--- src/rtl/ipsxe_fft_pkg.sv ---
// Shared definitions for the FFT reorder-buffer controllers.
//   bank_state_e : per-bank occupancy state of a ping-pong RAM bank
//   bitrev()     : reverses the low 'width' bits of x (upper bits return 0)
package ipsxe_fft_pkg;

    localparam int unsigned BITREV_MAX_W = 16;

    typedef enum logic [1:0] {
        BANK_EMPTY    = 2'd0,
        BANK_FILLING  = 2'd1,
        BANK_FULL     = 2'd2,
        BANK_DRAINING = 2'd3
    } bank_state_e;

    function automatic logic [BITREV_MAX_W-1:0] bitrev(
        input logic [BITREV_MAX_W-1:0] x,
        input int unsigned             width
    );
        logic [BITREV_MAX_W-1:0] sh;
        bitrev = '0;
        for (int unsigned i = 0; i < BITREV_MAX_W; i++) begin
            if (i < width) begin
                sh        = x >> (width - 1 - i);
                bitrev[i] = sh[0];
            end
        end
    endfunction

endpackage

--- src/rtl/ipsxe_fft_rd_pipe_tracker.sv ---
// Valid/last tracker for a 2-stage RAM read pipeline (address register +
// output register) with full downstream backpressure.
//   rd_clk, rd_rst : clock, asynchronous active-high reset
//   flush          : synchronous clear of the tracked pipeline
//   can_issue      : a read address is available this cycle
//   issue_last     : the available address is the last of its frame
//   m_ready        : downstream accepts the output sample
//   adv            : pipeline advances this cycle (drives RAM clk_en / oce)
//   issue          : a read address is captured at the next edge
//   m_valid/m_last : output-stage valid and end-of-frame marker
module ipsxe_fft_rd_pipe_tracker (
    input  logic rd_clk,
    input  logic rd_rst,
    input  logic flush,
    input  logic can_issue,
    input  logic issue_last,
    input  logic m_ready,
    output logic adv,
    output logic issue,
    output logic m_valid,
    output logic m_last
);

    logic v1;
    logic v2;
    logic last1;
    logic last2;

    // The whole pipe (including the RAM stages) moves together, so a stalled
    // output stage freezes every stage behind it.
    assign adv     = ~v2 | m_ready;
    assign issue   = adv & can_issue;
    assign m_valid = v2;
    assign m_last  = v2 & last2;

    always_ff @(posedge rd_clk or posedge rd_rst) begin
        if (rd_rst) begin
            v1    <= 1'b0;
            v2    <= 1'b0;
            last1 <= 1'b0;
            last2 <= 1'b0;
        end else if (flush) begin
            v1    <= 1'b0;
            v2    <= 1'b0;
            last1 <= 1'b0;
            last2 <= 1'b0;
        end else if (adv) begin
            v1    <= issue;
            v2    <= v1;
            last1 <= issue & issue_last;
            last2 <= last1;
        end
    end

endmodule

--- src/rtl/ipsxe_fft_reorder_buf_ctrl.sv ---
// Ping-pong reorder-buffer controller for one simple-dual-port RAM.
// Natural-order input frames are written into alternating banks; each full
// bank is read back in bit-reversed (BITREV=1) or natural order.
//   rd_clk, rd_rst          : clock, asynchronous active-high reset
//   flush                   : synchronous clear of banks, counters, pipeline
//   s_valid/s_ready/s_data  : input sample stream
//   m_valid/m_ready/m_data  : output sample stream, m_last marks frame end
//   bank_full[1:0]          : bank holds a complete frame (FULL or DRAINING)
//   ram_wr_en/addr/data     : RAM write port, addr = {wr_bank, wr_cnt}
//   ram_rd_addr             : {rd_bank, order(rd_cnt)}
//   ram_rd_clk_en/oce       : RAM read pipeline advance enables
//   ram_rd_data             : RAM read data, passed straight to m_data
module ipsxe_fft_reorder_buf_ctrl
    import ipsxe_fft_pkg::*;
#(
    parameter int unsigned LOG2_N     = 9,
    parameter int unsigned DATA_WIDTH = 36,
    parameter bit          BITREV     = 1'b1
) (
    input  logic                  rd_clk,
    input  logic                  rd_rst,
    input  logic                  flush,
    input  logic                  s_valid,
    output logic                  s_ready,
    input  logic [DATA_WIDTH-1:0] s_data,
    output logic                  m_valid,
    input  logic                  m_ready,
    output logic [DATA_WIDTH-1:0] m_data,
    output logic                  m_last,
    output logic [1:0]            bank_full,
    output logic                  ram_wr_en,
    output logic [LOG2_N:0]       ram_wr_addr,
    output logic [DATA_WIDTH-1:0] ram_wr_data,
    output logic [LOG2_N:0]       ram_rd_addr,
    output logic                  ram_rd_clk_en,
    output logic                  ram_rd_oce,
    input  logic [DATA_WIDTH-1:0] ram_rd_data
);

    localparam logic [LOG2_N-1:0] CNT_LAST = '1;

    bank_state_e bank_q [2];
    bank_state_e bank_d [2];

    logic [LOG2_N-1:0] wr_cnt;
    logic [LOG2_N-1:0] rd_cnt;
    logic              wr_bank;
    logic              rd_bank;
    logic              wr_fire;
    logic              wr_last;
    logic              rd_last;
    logic              can_issue;
    logic              issue;
    logic              adv;

    logic [BITREV_MAX_W-1:0] rev_full;
    logic [LOG2_N-1:0]       rd_ord;
    logic                    unused_rev_hi;

    // ---------------- write side ----------------
    assign s_ready     = (bank_q[wr_bank] == BANK_EMPTY) || (bank_q[wr_bank] == BANK_FILLING);
    assign wr_fire     = s_valid & s_ready;
    assign wr_last     = (wr_cnt == CNT_LAST);
    assign ram_wr_en   = wr_fire;
    assign ram_wr_addr = {wr_bank, wr_cnt};
    assign ram_wr_data = s_data;

    // ---------------- read side ----------------
    assign can_issue = (bank_q[rd_bank] == BANK_FULL) || (bank_q[rd_bank] == BANK_DRAINING);
    assign rd_last   = (rd_cnt == CNT_LAST);

    always_comb begin
        rev_full = bitrev(BITREV_MAX_W'(rd_cnt), LOG2_N);
        rd_ord   = BITREV ? rev_full[LOG2_N-1:0] : rd_cnt;
    end
    assign unused_rev_hi = ^rev_full[BITREV_MAX_W-1:LOG2_N];

    assign ram_rd_addr   = {rd_bank, rd_ord};
    assign ram_rd_clk_en = adv;
    assign ram_rd_oce    = adv;
    assign m_data        = ram_rd_data;

    ipsxe_fft_rd_pipe_tracker u_rd_pipe (
        .rd_clk     (rd_clk),
        .rd_rst     (rd_rst),
        .flush      (flush),
        .can_issue  (can_issue),
        .issue_last (rd_last),
        .m_ready    (m_ready),
        .adv        (adv),
        .issue      (issue),
        .m_valid    (m_valid),
        .m_last     (m_last)
    );

    // ---------------- bank state machines ----------------
    // Write and read never target the same bank in one cycle (a FULL bank is
    // not writable, a FILLING bank is not readable), so the two updates below
    // touch disjoint banks.
    always_comb begin
        for (int unsigned b = 0; b < 2; b++) begin
            bank_d[b] = bank_q[b];
            if (wr_fire && (wr_bank == 1'(b))) begin
                bank_d[b] = wr_last ? BANK_FULL : BANK_FILLING;
            end
            if (issue && (rd_bank == 1'(b))) begin
                bank_d[b] = rd_last ? BANK_EMPTY : BANK_DRAINING;
            end
            if (flush) begin
                bank_d[b] = BANK_EMPTY;
            end
        end
    end

    always_comb begin
        bank_full = '0;
        for (int unsigned b = 0; b < 2; b++) begin
            bank_full[b] = (bank_q[b] == BANK_FULL) || (bank_q[b] == BANK_DRAINING);
        end
    end

    always_ff @(posedge rd_clk or posedge rd_rst) begin
        if (rd_rst) begin
            bank_q <= '{BANK_EMPTY, BANK_EMPTY};
        end else begin
            bank_q <= bank_d;
        end
    end

    // ---------------- counters ----------------
    // N is a power of two, so the all-ones count wraps to zero on increment.
    always_ff @(posedge rd_clk or posedge rd_rst) begin
        if (rd_rst) begin
            wr_cnt  <= '0;
            rd_cnt  <= '0;
            wr_bank <= 1'b0;
            rd_bank <= 1'b0;
        end else if (flush) begin
            wr_cnt  <= '0;
            rd_cnt  <= '0;
            wr_bank <= 1'b0;
            rd_bank <= 1'b0;
        end else begin
            if (wr_fire) begin
                wr_cnt <= wr_cnt + 1'b1;
                if (wr_last) begin
                    wr_bank <= ~wr_bank;
                end
            end
            if (issue) begin
                rd_cnt <= rd_cnt + 1'b1;
                if (rd_last) begin
                    rd_bank <= ~rd_bank;
                end
            end
        end
    end

endmodule
--- config.mk ---
export PLATFORM = sky130hd
export DESIGN_NAME = ipsxe_fft_reorder_buf_ctrl
export DESIGN_NICKNAME = d
export VERILOG_FILES = /design/src/rtl/ipsxe_fft_pkg.sv /design/src/rtl/ipsxe_fft_rd_pipe_tracker.sv /design/src/rtl/ipsxe_fft_reorder_buf_ctrl.sv
export SDC_FILE = /design/constraint.sdc
export NUM_CORES = 1
export LEC_CHECK = 0
export CAP_MARGIN = 20
export CORE_MARGIN = 10
export CORE_UTILIZATION = 29
export CTS_CLUSTER_DIAMETER = 40
export DETAILED_ROUTE_END_ITERATION = 10
export HOLD_SLACK_MARGIN = 0.05
export PLACE_DENSITY = 0.86
export SYNTH_ARGS = -nofsm -noshare
export SYNTH_HDL_FRONTEND = slang
export SYNTH_SLANG_ARGS = --single-unit
--- constraint.sdc ---
create_clock -name rd_clk -period 1.42 [get_ports rd_clk]
set_input_delay 0.142 -clock rd_clk [delete_from_list [all_inputs] [get_ports rd_clk]]
set_output_delay 0.142 -clock rd_clk [all_outputs]
set_load 0.05 [all_outputs]
# [After elaboration in Yosys (flattened, before gate mapping)]
# Index checks and enable logic that the tools add are counted.
[op_classes] n_lt_le_gt_ge=2 n_reduce_logical=18 n_eq_ne=9 muxes=32 bitwise_logic=10 addsub=2
[op_table] cell="2-to-1 mux 9 bit" count=4
[op_table] cell="2-to-1 mux 2 bit" count=14
[op_table] cell="adder 9 x 1 -> 9 bit (second input constant)" count=2
[op_table] cell="== test 9 bit (second input constant)" count=2
[op_table] cell="2-to-1 mux 1 bit" count=14
[op_table] cell="== test 2 bit (second input constant)" count=6
[op_table] cell="nonzero test 2 bit" count=5
[op_table] cell="nonzero test 3 bit" count=2
[op_table] cell="AND 1 bit" count=4
[op_table] cell="greater-or-equal comparator 2 bit (second input constant)" count=2
[op_table] cell="logical AND 1 bit" count=4
[op_table] cell="logical OR 1 bit" count=4
[op_table] cell="inverter 1 -> 2 bit" count=2
[op_table] cell="AND reduction 2 bit" count=2
[op_table] cell="inverter 1 bit" count=3
[op_table] cell="== test 2 x 1 -> 1 bit (second input constant)" count=1
[op_table] cell="logical NOT 2 bit" count=1
[op_table] cell="OR 1 bit" count=1
[totals] register_bits=28 elab_cells=83 output_inout_bits=100

# [Longest topological paths before layout]
[logic_depth] depth_word=11 depth_mapped=7

# [Hierarchy]
# Synthesis repeated with hierarchy kept, for this count alone.
[unflattened] hier_cells=224 hier_area_um2=1979.4
[modules_own_cells] mod="ipsxe_fft_reorder_buf_ctrl" area_per_inst_um2=1791.7 cells_each=204 seq_area_each_um2=550.5 n_inst=1
[modules_own_cells] mod="ipsxe_fft_rd_pipe_tracker" area_per_inst_um2=187.7 cells_each=20 seq_area_each_um2=100.1 n_inst=1

# [Worst setup path before layout]
# OpenSTA, ideal clock, no wires.
[synth_path] kind="register to register" from="register wr_cnt[2]" to="register wr_bank" setup_time_ns=0.134 t_required_ns=1.286 arrival_time_ns=1.695 path_stages_with_launch=7 path_slack_ns=-0.409 path_buffers=0 cell_sequence="dfrtp_1 nand4_1 nor3_1 ha_1 inv_1 o31ai_1 a21oi_1"
[synth_between] elab_chain_len=3
[synth_rtl] item="from (decl)" line_no="ipsxe_fft_reorder_buf_ctrl.sv:45" rtl="logic [LOG2_N-1:0] wr_cnt;"
[synth_rtl] item="from (signal assigned)" line_no="ipsxe_fft_reorder_buf_ctrl.sv:145" rtl="wr_cnt <= wr_cnt + 1'b1;"
[synth_rtl] item="== test 9 bit" line_no="ipsxe_fft_reorder_buf_ctrl.sv:63" rtl="assign wr_last = (wr_cnt == CNT_LAST);"
[synth_rtl] item="nonzero test 2 bit (no source line)"
[synth_rtl] item="AND reduction 2 bit (no source line)"
[synth_rtl] item="to (signal assigned)" line_no="ipsxe_fft_reorder_buf_ctrl.sv:147" rtl="wr_bank <= ~wr_bank;"
[synth_rtl] item="to (decl)" line_no="ipsxe_fft_reorder_buf_ctrl.sv:47" rtl="logic wr_bank;"
# No other way between the ends.
# A chain may end at the register's enable or synchronous reset.

# [Worst setup path after layout]
[layout_path] from="register bank_q[3] (netlist name)" to="output port ram_wr_en"
[layout_between] elab_chain_len=6
[layout_rtl] item="from (decl)" line_no="ipsxe_fft_reorder_buf_ctrl.sv:42" rtl="bank_state_e bank_q [2];"
[layout_rtl] item="from (signal assigned)" line_no="ipsxe_fft_reorder_buf_ctrl.sv:124" rtl="bank_q <= '{BANK_EMPTY, BANK_EMPTY};"
[layout_rtl] item="from (signal assigned)" line_no="ipsxe_fft_reorder_buf_ctrl.sv:126" rtl="bank_q <= bank_d;"
[layout_rtl] item="2-to-1 mux 2 bit (not written as such) (*) (3 in a row)" line_no="ipsxe_fft_reorder_buf_ctrl.sv:61" rtl="assign s_ready = (bank_q[wr_bank] == BANK_EMPTY) || (bank_q[wr_bank] == BANK_FILLING);"
[layout_rtl] item="== test 2 x 1 -> 1 bit or logical NOT 2 bit (tied branches)" line_no="ipsxe_fft_reorder_buf_ctrl.sv:61"
[layout_rtl] item="logical OR 1 bit (*)" line_no="ipsxe_fft_reorder_buf_ctrl.sv:61"
[layout_rtl] item="AND 1 bit (*)" line_no="ipsxe_fft_reorder_buf_ctrl.sv:62" rtl="assign wr_fire = s_valid & s_ready;"
[layout_rtl] item="to (decl)" line_no="ipsxe_fft_reorder_buf_ctrl.sv:31" rtl="output logic ram_wr_en,"
# Every way passes the cells marked *; elsewhere a longest branch is shown, timed or not. The select of a mux whose other input is x is not followed.

==> results.toml <==
[route]
via_count = 1517
drt-total-wl_um = 4870
viasPerCell = 4.91
antenna_left = 0
drc = 0
wl_per_cell_um = 15.8
first_iter_violations = 66
firstDrtPassIters = 4

[place]
dp_slack_ps = -232
dpl.hpwl_um = 3270
place_congestion = 0.805
portBuffers = 32

[setup_path]
critPathRequiredTime_ps = 1280
rr_endpoint = "wr_cnt[7]"
cp_max_fo = 7
crit_start = "bank_q[3]"
reg2reg_from = "bank_q[3]"
cp-end-kind = "primary output"
cp_num_buf_inv = 2
r2r_setup_slack_ps = -120
worstRegToRegCells = 3
critPathSlowestCell = "dfrtp_1"
critPathArrivalTime_ps = 1430
path_class = "register to primary output"
crit_path_max_incr_delay_ps = 430
cp-start-kind = "register"
crit_chain = "mux2_4 -> buf_6 -> nor2_4 -> buf_12"
crit_family = "flip-flops"

[cts]
cts_tree = "built"
htreeDepth = 1
insertion_delay_ps = 280
cts_buffers = 3
cts_num_sinks = 26
clk_pin_slew_ps = 100
cts_buffer_depth = 2
cts_root_buffer = "clkbuf_8"

[synthesis]
synth.distinct_cells = 29
yosysSeqAreaShare_pct = 32.7
synth-seq-cells = 26
synthTopCellsByArea = "dfrtp_1 (33%), buf_4 (28%), a21oi_1 (4.5%), mux2_2 (3.4%), nand3_1 (3.3%)"
synthesis.area_um2 = 1990
synthCells = 230
syn_area_per_cell_um2 = 8.64
synthesis.nets = 312
synth.top_cell.area_share_pct = 32.7
yosysWarnings = 0
yosys.area.top_type = "dfrtp_1"

[grt]
grt_busiest_layer = "met2"
grt_antenna_before_repair = 0
grt_pass1_wl_um = 7630
grt_overflow_total = 0
grt_start_max_net_pins = 32
met3_usage_pct = 4.36
grt.met1_usage_pct = 9.62
gr-usage-all-layers_pct = 8.90
grt_pass1_vias = 1550
use_met2_pct = 14.5

[timing]
slew_headroom_pct = 76.9
post-route-period-util_pct = 111
fin_ws_ps = -155
fin_worst_skew_ps = 2.26
worst_pin_slew_ps = 347
tns_ps = -1010
fin_crit_ps = 1580
hold_ws_ps = 213
slew_violations = 0
fmax_mhz = 635
setup_viol = 16
rsz0062_at_grt = "yes"
hold_viol_final = 0

[outcome]
status = "finished, violations left"
violations = "setup timing"

[floorplan]
core_um2 = 6720
fp.dieW_um = 103
die_h_um = 103
die-area_um2 = 10600
start_util_pct = 29.6
rows = 30
pin_count = 177

[pwr]
vdd_ir_drop_max_mv = 0.335
p_leak_nw = 1.12
power.density_nw_per_um2 = 499

[finish]
nNetsFinal = 312
num-fill-cells = 626
post-route-util_pct = 41.5
layout_commonest_cell = "buf_4"
n_antenna_cell = 0
final_cell_mix = "buf_4 (43), buf_12 (28), dfrtp_2 (15)"
layout-drive-gt1-share_pct = 61.1
area_growth_pct = 40.5

[worst_hold_path]
hold_path_class = "primary input to async pin"

[run]
drv_cap = 0
==> registers in the layout, summed over array words and instances (netlist names) <==
name and cells:
wr_bank 1, bank_q 2, u_rd_pipe.last1 1, rd_cnt 9, u_rd_pipe.m_valid 1, rd_bank 1, wr_cnt 9, u_rd_pipe.v1 1
u_rd_pipe.last2 1
==> metal layers <==
layer,vias to the layer above,wire [um]
met1,724,1880
met2,66,2430
met5,-,0
met3,22,435
li1,705,-
met4,0,127
==> cells by family (layout without fill, tap and decap cells) <==
| kind of cell | after synthesis | count (layout) | share of synthesized area [%] |
|---|---|---|---|
| AND/OR/NAND/NOR | 59 | 59 | 16.1 |
| buffers and inverters | 96 | 95 | 32.9 |
| adder cells (fa/ha/maj) | 5 | 5 | 3.15 |
| flip-flops | 26 | 26 | 32.7 |
| multiplexers | 8 | 8 | 4.66 |
| AO/OA/AOI/OAI | 36 | 36 | 10.5 |
==> worst max-delay path by stage <==
| stage | to | cells after the start |
|---|---|---|
| floorplan | wr_bank | 7 |
| global placement | wr_cnt[7] | 4 |
| detailed placement | wr_cnt[7] | 4 |
| CTS | ram_wr_en | 4 |
| global route | ram_wr_en | 4 |
| finish | ram_wr_en | 4 |
==> worst register-to-register path, stage by stage (launching register included) <==
cell and delay, ps:
dfrtp_1 430, mux2_4 330, nor4_2 300, mux2_2 370
==> power by group <==
part	switching, W	internal [W]
Combinational	0.0000787	0.0000590
Clock	0.000257	0.000249
Sequential	0.00000516	0.000744
==> cell usage after synthesis <==
cell,count
clkbuf_1,7
inv_1,9
nor3_1,2
buf_2,4
and4_1,1
nand4_1,2
dfrtp_1,26
nand3_1,13
ha_1,5
or3_1,3
mux2_4,1
buf_4,75
buf_6,1
and2b_1,1
and2_1,1
a21oi_1,18
nor2b_1,6
a31o_2,1
nor2_1,9
or4_1,6
nand4bb_1,1
a31oi_1,2
o31ai_1,7
nor4_1,4
nand2_1,10
mux2i_1,1
mux2_2,6
o21ai_0,7
a311oi_1,1
==> layout make-up <==
type | count | area [um^2] | area share, %
Timing Repair Buffer | 82 | 1000 | 35.9
Multi-Input combinational cell | 108 | 920 | 32.9
Sequential cell | 26 | 669 | 24.0
Tap cell | 80 | 100 | 3.59
Clock buffer | 4 | 55.1 | 1.97
Inverter | 9 | 45.0 | 1.61
==> stage by stage <==
stage | power (W) | cell area (um^2) | std cells
6_report | 0.00139 | 2790 | 309
5_1_grt | 0.00145 | 2790 | 309
4_1_cts | 0.00140 | 2590 | 297
3_5_place_dp | 0.000895 | 2370 | 284
3_3_place_gp | 0.000891 | 2370 | 284
2_1_floorplan | 0.00137 | 2090 | 230
==> timing repair <==
| action | CTS | global route |
|---|---|---|
| pin swaps | 12 | 10 |
| hold endpoints to repair | 0 | 0 |
| resized for setup | 26 | 26 |
| hold buffers | 0 | 0 |
| buffers inserted | 10 | 12 |
| endpoints found under the setup margin | 16 | 23 |
Note: power is estimated with default switching activity, not from simulation.
